==> src/rtl/regbank_ctrl_pkg.sv <==
// Shared types and default widths for the register-bank write-port controller.
package regbank_ctrl_pkg;

  localparam int DATA_W_DEF = 32;
  localparam int ADDR_W_DEF = 4;

  typedef enum logic {
    ST_CLEAR = 1'b0,
    ST_RUN   = 1'b1
  } state_t;

endpackage

==> src/rtl/rr_arbiter.sv <==
// Combinational round-robin arbiter: first requester at or above ptr_i wins,
// wrapping modulo N.
module rr_arbiter #(
  parameter int N  = 4,
  parameter int PW = $clog2(N)
) (
  input  logic [N-1:0]  req_i,
  input  logic [PW-1:0] ptr_i,
  output logic [N-1:0]  grant_o,
  output logic [PW-1:0] grant_idx_o,
  output logic          any_grant_o
);

  logic [PW-1:0] idx;

  // Scan from the farthest candidate down so the closest one to ptr_i overrides.
  always_comb begin
    grant_o     = '0;
    grant_idx_o = '0;
    any_grant_o = 1'b0;
    idx         = '0;
    for (int k = N - 1; k >= 0; k--) begin
      idx = PW'((int'(ptr_i) + k) % N);
      if (req_i[idx]) begin
        grant_o      = '0;
        grant_o[idx] = 1'b1;
        grant_idx_o  = idx;
        any_grant_o  = 1'b1;
      end
    end
  end

endmodule

==> src/rtl/regbank_write_ctrl.sv <==
// Write-port controller for the register bank: zero-clear sweep after reset or
// on request, then round-robin arbitration of writeback requesters.
module regbank_write_ctrl
  import regbank_ctrl_pkg::*;
#(
  parameter int N_REQ  = 4,
  parameter int ADDR_W = ADDR_W_DEF,
  parameter int DATA_W = DATA_W_DEF
) (
  input  logic                     CLK,
  input  logic                     RESET,
  input  logic                     CLEAR_REQ,
  input  logic [N_REQ-1:0]         REQ_VALID,
  input  logic [N_REQ*ADDR_W-1:0]  REQ_ADDR,
  input  logic [N_REQ*DATA_W-1:0]  REQ_DATA,
  output logic [N_REQ-1:0]         REQ_READY,
  output logic [ADDR_W-1:0]        WC,
  output logic [DATA_W-1:0]        WPC,
  output logic                     WC_Activator,
  output logic                     CLEAR_DONE,
  output state_t                   DBG_STATE
);

  localparam int PW = $clog2(N_REQ);

  state_t            state_q, state_d;
  logic [ADDR_W:0]   clr_cnt_q, clr_cnt_d;
  logic [PW-1:0]     ptr_q, ptr_d;
  logic [ADDR_W-1:0] wc_q, wc_d;
  logic [DATA_W-1:0] wpc_q, wpc_d;
  logic              wca_q, wca_d;
  logic              done_q, done_d;

  logic [N_REQ-1:0]  arb_req;
  logic [N_REQ-1:0]  arb_grant;
  logic [PW-1:0]     arb_idx;
  logic              arb_any;

  // Handshake: requester i holds REQ_VALID[i] with stable addr/data until a
  // cycle where REQ_VALID[i] && REQ_READY[i]; that cycle is the accept, and
  // the write appears on WC/WPC/WC_Activator at the following edge.
  // CLEAR_REQ masks all grants so nothing is accepted while the sweep is queued.
  assign arb_req = (state_q == ST_RUN && !CLEAR_REQ) ? REQ_VALID : '0;

  rr_arbiter #(
    .N  (N_REQ),
    .PW (PW)
  ) u_arb (
    .req_i       (arb_req),
    .ptr_i       (ptr_q),
    .grant_o     (arb_grant),
    .grant_idx_o (arb_idx),
    .any_grant_o (arb_any)
  );

  always_ff @(posedge CLK or posedge RESET) begin
    if (RESET) begin
      state_q   <= ST_CLEAR;
      clr_cnt_q <= '0;
      ptr_q     <= '0;
      wc_q      <= '0;
      wpc_q     <= '0;
      wca_q     <= 1'b0;
      done_q    <= 1'b0;
    end else begin
      state_q   <= state_d;
      clr_cnt_q <= clr_cnt_d;
      ptr_q     <= ptr_d;
      wc_q      <= wc_d;
      wpc_q     <= wpc_d;
      wca_q     <= wca_d;
      done_q    <= done_d;
    end
  end

  // The extra counter bit marks the tail cycle after the last sweep write.
  always_comb begin
    state_d   = state_q;
    clr_cnt_d = clr_cnt_q;
    ptr_d     = ptr_q;
    case (state_q)
      ST_CLEAR: begin
        if (clr_cnt_q[ADDR_W]) begin
          state_d   = ST_RUN;
          clr_cnt_d = '0;
        end else begin
          clr_cnt_d = clr_cnt_q + 1'b1;
        end
      end
      ST_RUN: begin
        if (CLEAR_REQ) begin
          state_d   = ST_CLEAR;
          clr_cnt_d = '0;
        end else if (arb_any) begin
          ptr_d = (arb_idx == PW'(N_REQ - 1)) ? '0 : arb_idx + 1'b1;
        end
      end
      default: state_d = ST_CLEAR;
    endcase
  end

  always_comb begin
    wc_d   = wc_q;
    wpc_d  = wpc_q;
    wca_d  = 1'b0;
    done_d = (state_d == ST_RUN);
    if (state_q == ST_CLEAR && !clr_cnt_q[ADDR_W]) begin
      wc_d  = clr_cnt_q[ADDR_W-1:0];
      wpc_d = '0;
      wca_d = 1'b1;
    end else if (arb_any) begin
      wc_d  = REQ_ADDR[arb_idx*ADDR_W +: ADDR_W];
      wpc_d = REQ_DATA[arb_idx*DATA_W +: DATA_W];
      wca_d = 1'b1;
    end
  end

  assign REQ_READY    = arb_grant;
  assign WC           = wc_q;
  assign WPC          = wpc_q;
  assign WC_Activator = wca_q;
  assign CLEAR_DONE   = done_q;
  assign DBG_STATE    = state_q;

endmodule
==> config.mk <==
export PLATFORM = sky130hd
export DESIGN_NAME = regbank_write_ctrl
export DESIGN_NICKNAME = d
export VERILOG_FILES = /design/src/rtl/regbank_ctrl_pkg.sv /design/src/rtl/rr_arbiter.sv /design/src/rtl/regbank_write_ctrl.sv
export SDC_FILE = /design/constraint.sdc
export NUM_CORES = 1
export LEC_CHECK = 0
export BUFFER_PORTS_ARGS = -buffer_cell sky130_fd_sc_hd__buf_2
export CAP_MARGIN = 20
export CORE_MARGIN = 2
export CORE_UTILIZATION = 45
export DETAILED_ROUTE_END_ITERATION = 8
export PLACE_DENSITY = 0.73
export RECOVER_POWER = 50
export REMOVE_ABC_BUFFERS = 1
export SKIP_CTS_REPAIR_TIMING = 1
export SLEW_MARGIN = 10
export SYNTH_ARGS = -nofsm -noshare
export SYNTH_HDL_FRONTEND = slang
export SYNTH_SLANG_ARGS = --single-unit
==> constraint.sdc <==
create_clock -name CLK -period 4.5 [get_ports CLK]
set_input_delay 0.675 -clock CLK [delete_from_list [all_inputs] [get_ports CLK]]
set_output_delay 0.675 -clock CLK [all_outputs]
set_load 0.03 [all_outputs]
# Word level (Yosys, flattened, before mapping)
# Index checks and enable logic that the tools add are counted.
# word_totals
input_bits,151
register_bits,45
output_inout_bits,43
wordCells,77
# classes
n_mux,42
reduce_logical,10
order_cmp,8
n_addsub,5
bitwise_logic,2
shifts,2
eq_ne,2
# ops
cell,count
128-bit by 8-bit variable part select with 32-bit output,1
32-bit 2-to-1 mux,2
4-bit 2-to-1 mux,7
1-bit 2-to-1 mux,16
16-bit by 5-bit variable part select with 4-bit output,1
"2-bit by 3-bit less-than comparator with 1-bit output, second input constant",4
2-bit 2-to-1 mux,5
5-bit 2-to-1 mux,2
5-bit one-hot mux with 2 select lines,1
1-bit binary-select mux with 2-bit select,4
1-bit demux with 2-bit select,4
"2-bit by 1-bit >= comparator with 1-bit output, second input constant",4
1-bit logical AND,6
"5-bit by 1-bit adder with 5-bit output, second input constant",1
"2-bit by 1-bit adder with 2-bit output, second input constant",2
"2-bit adder, second input constant",2
3-bit AND reduction,1
"2-bit == test, second input constant",1
1-bit zero test,2
"2-bit != test, second input constant",1
1-bit NOT,2
1-bit one-hot mux with 2 select lines,1
2-bit nonzero test,1

# Longest topological paths before layout
# depth
ltp_word,12
mapped_depth,13
depth_no_buf,8

# Modules after synthesis
# A second synthesis with hierarchy kept.
# hier_totals
cells_unflattened,236
hier_area_um2,3198.1
# modules_own_cells
mod,cells_each,seq_area_each_um2,area_each_um2,instances
regbank_write_ctrl,175,1126.1,2688.8,1
rr_arbiter,61,0.0,509.2,1

# Worst setup path after synthesis
# Ideal clock, no wire load.
# synth_timing
path_kind,reg2out
start,register ptr_q[0]
end,output port REQ_READY[1]
arrival_ps,3184
n_path_buf,4
stages_incl_launch_ff,12
slack_ps,641
required_ps,3825
path_cell_list,dfrtp_1 > buf_6 > buf_6 > inv_1 > clkbuf_1 > ha_1 > or3b_4 > o22a_4 > clkbuf_1 > o22ai_1 > a32oi_1 > o21ai_0
# synth_via
elab_chain_len,9
elab_cells_between_ends,35
classes_between,add/sub (3); order compare (8); mux (20); reduce/logical (4)
# synth_lines
element,line_no,source
"start, declared",regbank_write_ctrl.sv:28,"logic [PW-1:0] ptr_q, ptr_d;"
"start signal, assigned",regbank_write_ctrl.sv:68,ptr_q <= ptr_d;
2-bit adder,rr_arbiter.sv:23,idx = PW'((int'(ptr_i) + k) % N);
2-bit by 3-bit less-than comparator with 1-bit output (implied by the code) or 2-bit by 1-bit >= comparator with 1-bit output (tied branches),rr_arbiter.sv:26,grant_o[idx] = 1'b1;
1-bit logical AND (implied by the code),rr_arbiter.sv:26,
1-bit 2-to-1 mux (implied by the code),rr_arbiter.sv:26,
1-bit demux with 2-bit select,-,
4-bit 2-to-1 mux (3 in a row),rr_arbiter.sv:24,if (req_i[idx]) begin
4-bit 2-to-1 mux *,rr_arbiter.sv:24,
"end, declared",regbank_write_ctrl.sv:16,"output logic [N_REQ-1:0] REQ_READY,"
# Every way passes the cells marked *; elsewhere a longest branch is shown, timed or not. The select of a mux whose other input is x is not followed.

# Worst setup path in the final report
# layout_timing
start,register ptr_q[0]
end,output port REQ_READY[0]
# The elaborated chain is that of the path after synthesis.

==> out/qor.yml <==
run_status:
  status: "finished, violations left"
  failing_checks: "max-capacitance violations, max-slew violations"
timing:
  fin_max_slew_vios: 45
  clock_skew_ps: 5.21
  unrepaired_setup_endpoints_after_global_routing: "false"
  min_period_ps: 4000
  maxSlewHeadroom_pct: -6.81
  setup_violations: 0
  max_clock_freq_mhz: 250
  report.final.hold_viol_count: 0
  timing.final.crit_share_pct: 88.8
  totalNegativeSetupSlack_ps: 0
  tightestPinTransition_ps: 1600
  fin_worst_hold_slack_ps: 524
critical_path:
  crit_path_end_kind: "output port"
  path_max_fanout: 26
  worstPathArrival_ps: 3320
  worstSetupStartpointType: "flip-flop"
  criticalPathCategory: "reg -> out"
  worst-endpoint-required_ps: 3830
routing:
  remaining_drc_errors: 0
  detailroute.via_count: 6554
  vias_per_cell: 6.38
  antenna_left: 0
  detailedRoute.firstIterationViolations: 749
  avgRoutedWirePerCell_um: 19.2
  wl_mm: 19.7
  drt-pass1-iter-count: 6
floorplan:
  die_area_um2: 13600
  die_width_um: 117
  core.rowCount: 41
  die_height_um: 117
  effective_utilization_at_floorplan_pct: 45.7
  number_of_top_level_pins: 194
  core_footprint_um2: 12500
logic_synthesis:
  synth_top_cell_area_share_pct: 19.7
  synthesis.area_um2: 5720
  ys_warn_count: 0
  most_instantiated_flip_flop_cell_in_the_synthesis_netlist: "sky130_fd_sc_hd__dfrtp_1"
  synth_commonest_cells: "78 x sky130_fd_sc_hd__mux2i_1, 70 x sky130_fd_sc_hd__nor2_1, 45 x sky130_fd_sc_hd__dfrtp_1, 45 x sky130_fd_sc_hd__o21ai_0, 44 x sky130_fd_sc_hd__a21oi_1"
  yosys.area_share.adder_pct: 1.09
  synth_most_common_cell: "sky130_fd_sc_hd__mux2i_1"
  synth_top_cells_by_area: "sky130_fd_sc_hd__dfrtp_1 20%, sky130_fd_sc_hd__mux2i_1 14%, sky130_fd_sc_hd__o2111a_1 6.3%, sky130_fd_sc_hd__o311a_1 5.6%, sky130_fd_sc_hd__a311oi_1 4.9%"
  combinational_family_with_the_most_area_after_synthesis: "compound AO/OA/AOI/OAI gates"
  postSynth.asyncResetShare_pct: 100
  synth_cell_types: 62
  yosys.area.top_type: "sky130_fd_sc_hd__dfrtp_1"
  synth_compound_gate_area_share_pct: 42.1
  synth_simple_gate_area_share_pct: 10.8
  syn_avg_cell_area_um2: 7.95
  synthXorXnorAreaFrac_pct: 0.459
  yosysSeqAreaShare_pct: 19.7
  synth_edf_count: 0
  synthMuxAreaShare_pct: 15.4
  ys_seq_elements: 45
  synth_cells: 720
grt:
  grt_remaining_overflow: 0
  grtUsageTotal_pct: 27.8
  number_of_antenna_violations_at_the_first_check_in_global_routing: 1
  grt_pass1_wl_mm: 30.4
  grt_pass1_vias: 6126
  pin_count_of_the_biggest_net_entering_global_routing: 93
power_and_ir_drop:
  power.share.sequential_pct: 20.2
  power.switching_fraction_pct: 51.4
  internal_power_uw: 1720
  combPwrFrac_pct: 65.5
  peakVddDrop_mv: 0.272
  power_switching_uw: 1820
  pwr-share-clk_pct: 14.3
  pnr_total_power_uw: 3550
  power.density_cell_area_nw_per_um2: 514
  total_leakage_power_uw: 0.00306
cells_and_area:
  nets: 1010
  drive_above_1_share_pct: 26.1
  finish.utilization_pct: 55.1
  final-instance-count-excl-fill: 1028
  flow.area_growth_from_synthesis_pct: 20.5
hold_path:
  holdCritPathClass: "reg -> reg"
job:
  max_cap_violations: 2
cts:
  clock_insertion_delay_worst_skew_ps: 300
  cts_htree_levels: 2
  cts-buffers-inserted: 5
  cts.sinks: 45
  tritoncts_clock_tree: "yes"
  clock_tree.buffer_depth: 2
  cts.root.buffer_cell: "sky130_fd_sc_hd__clkbuf_16"
  cts.clk_slew.worst_paths_ps: 80
placed_design:
  detailed_place_hpwl_mm: 12.8
  dp.cells: 1017
  place_congestion: 0.880
  total_of_buffers_placed_on_input_and_output_ports: 193
## stage by stage
step / setup WS (ps) / instance area [um^2]
floorplan: -3610 / 5280
global placement: 691 / 6680
detailed placement: 642 / 6680
CTS: 511 / 6870
global route: 300 / 6900
finish: 504 / 6900
## cell usage in the layout, fill, tap and decap left out, types with 3 or more instances in the layout
| master | Yosys | routed |
|---|---|---|
| sky130_fd_sc_hd__a21oi_1 | 44 | 44 |
| sky130_fd_sc_hd__a311o_1 | 4 | 4 |
| sky130_fd_sc_hd__a311oi_1 | 32 | 32 |
| sky130_fd_sc_hd__buf_2 | 21 | 173 |
| sky130_fd_sc_hd__buf_4 | 4 | 15 |
| sky130_fd_sc_hd__clkbuf_1 | 43 | 21 |
| sky130_fd_sc_hd__clkbuf_16 | 0 | 5 |
| sky130_fd_sc_hd__dfrtp_1 | 45 | 44 |
| sky130_fd_sc_hd__ha_1 | 5 | 5 |
| sky130_fd_sc_hd__inv_1 | 40 | 40 |
| sky130_fd_sc_hd__mux2i_1 | 78 | 78 |
| sky130_fd_sc_hd__nand2_1 | 40 | 40 |
| sky130_fd_sc_hd__nand3_1 | 7 | 7 |
| sky130_fd_sc_hd__nor2_1 | 70 | 70 |
| sky130_fd_sc_hd__nor3_1 | 6 | 6 |
| sky130_fd_sc_hd__nor3b_1 | 4 | 4 |
| sky130_fd_sc_hd__o2111a_1 | 32 | 32 |
| sky130_fd_sc_hd__o21ai_0 | 45 | 45 |
| sky130_fd_sc_hd__o21ai_1 | 31 | 31 |
| sky130_fd_sc_hd__o221ai_1 | 5 | 5 |
| sky130_fd_sc_hd__o22ai_1 | 37 | 37 |
| sky130_fd_sc_hd__o311a_1 | 32 | 32 |
| sky130_fd_sc_hd__o32ai_1 | 32 | 32 |
| sky130_fd_sc_hd__xnor2_1 | 3 | 3 |
## cells by family after synthesis
kind of cell / after synthesis
buffers and inverters: 124
XOR/XNOR: 3
flip-flops: 45
AND/OR/NAND/NOR: 142
adder cells (fa/ha/maj): 5
multiplexers: 85
AO/OA/AOI/OAI: 316
## worst max-delay path: stages (launching register included)
cell and delay, ps:
sky130_fd_sc_hd__dfrtp_4 670, sky130_fd_sc_hd__inv_1 340, sky130_fd_sc_hd__ha_1 470, sky130_fd_sc_hd__or3b_4 430, sky130_fd_sc_hd__o22ai_2 450, sky130_fd_sc_hd__a21oi_1 100
sky130_fd_sc_hd__o221a_1 240, sky130_fd_sc_hd__a21oi_1 100, sky130_fd_sc_hd__buf_2 210
## flip-flops by register name (all words and copies together) (netlist names)
signal	flops
WC_Activator	1
WC	4
WPC	32
CLEAR_DONE	1
clr_cnt_q	5
ptr_q	2
## metal layers
layer	routed length [um]	vias to the layer above	track usage [%]	share of wire, %
met1	8360	3054	36.8	42
met5	0	-	0	0
met2	9310	349	46.4	47
li1	-	3115	-	-
met3	1720	36	4.38	8.7
met4	309	0	9.18	1.6
## power by group through the flow
stage                     clock network, uW  registers [uW]  logic, uW
after global placement                    0             717       2240
after floorplan                           0             991       1360
after detailed placement                  0             717       2270
final                                   507             716       2330
after global routing                    521             731       2530
after CTS                               513             709       2270
## area by class of cell
type | count | area, um^2
multi-input combinational | 551 | 4090
tap | 172 | 215
clock buffer | 5 | 125
antenna | 1 | 2.50
inverter | 40 | 150
timing repair buffer | 211 | 1110
fill | 1278 | 5620
sequential | 45 | 1130
clock inverter | 3 | 68.8
## path summary, 6_finish.rpt
| path | from | endpoint | slack, ps | depth (start not counted) |
|---|---|---|---|---|
| min reg2reg | clr_cnt_q[4]$_DFFE_PP0P_ | clr_cnt_q[4]$_DFFE_PP0P_ | 520 | 2 |
| min | clr_cnt_q[4]$_DFFE_PP0P_ | clr_cnt_q[4]$_DFFE_PP0P_ | 520 | 2 |
| max in group asynchronous | RESET | ptr_q[0]$_DFFE_PP0P_ | 1810 | 3 |
| max | ptr_q[0]$_DFFE_PP0P_ | REQ_READY[0] | 500 | 8 |
| min in group asynchronous | RESET | WPC[3]$_DFFE_PP0P_ | 530 | 2 |
| max reg2reg | ptr_q[0]$_DFFE_PP0P_ | WPC[17]$_DFFE_PP0P_ | 610 | 9 |
No activity file was read; power rests on OpenSTA's default activity.
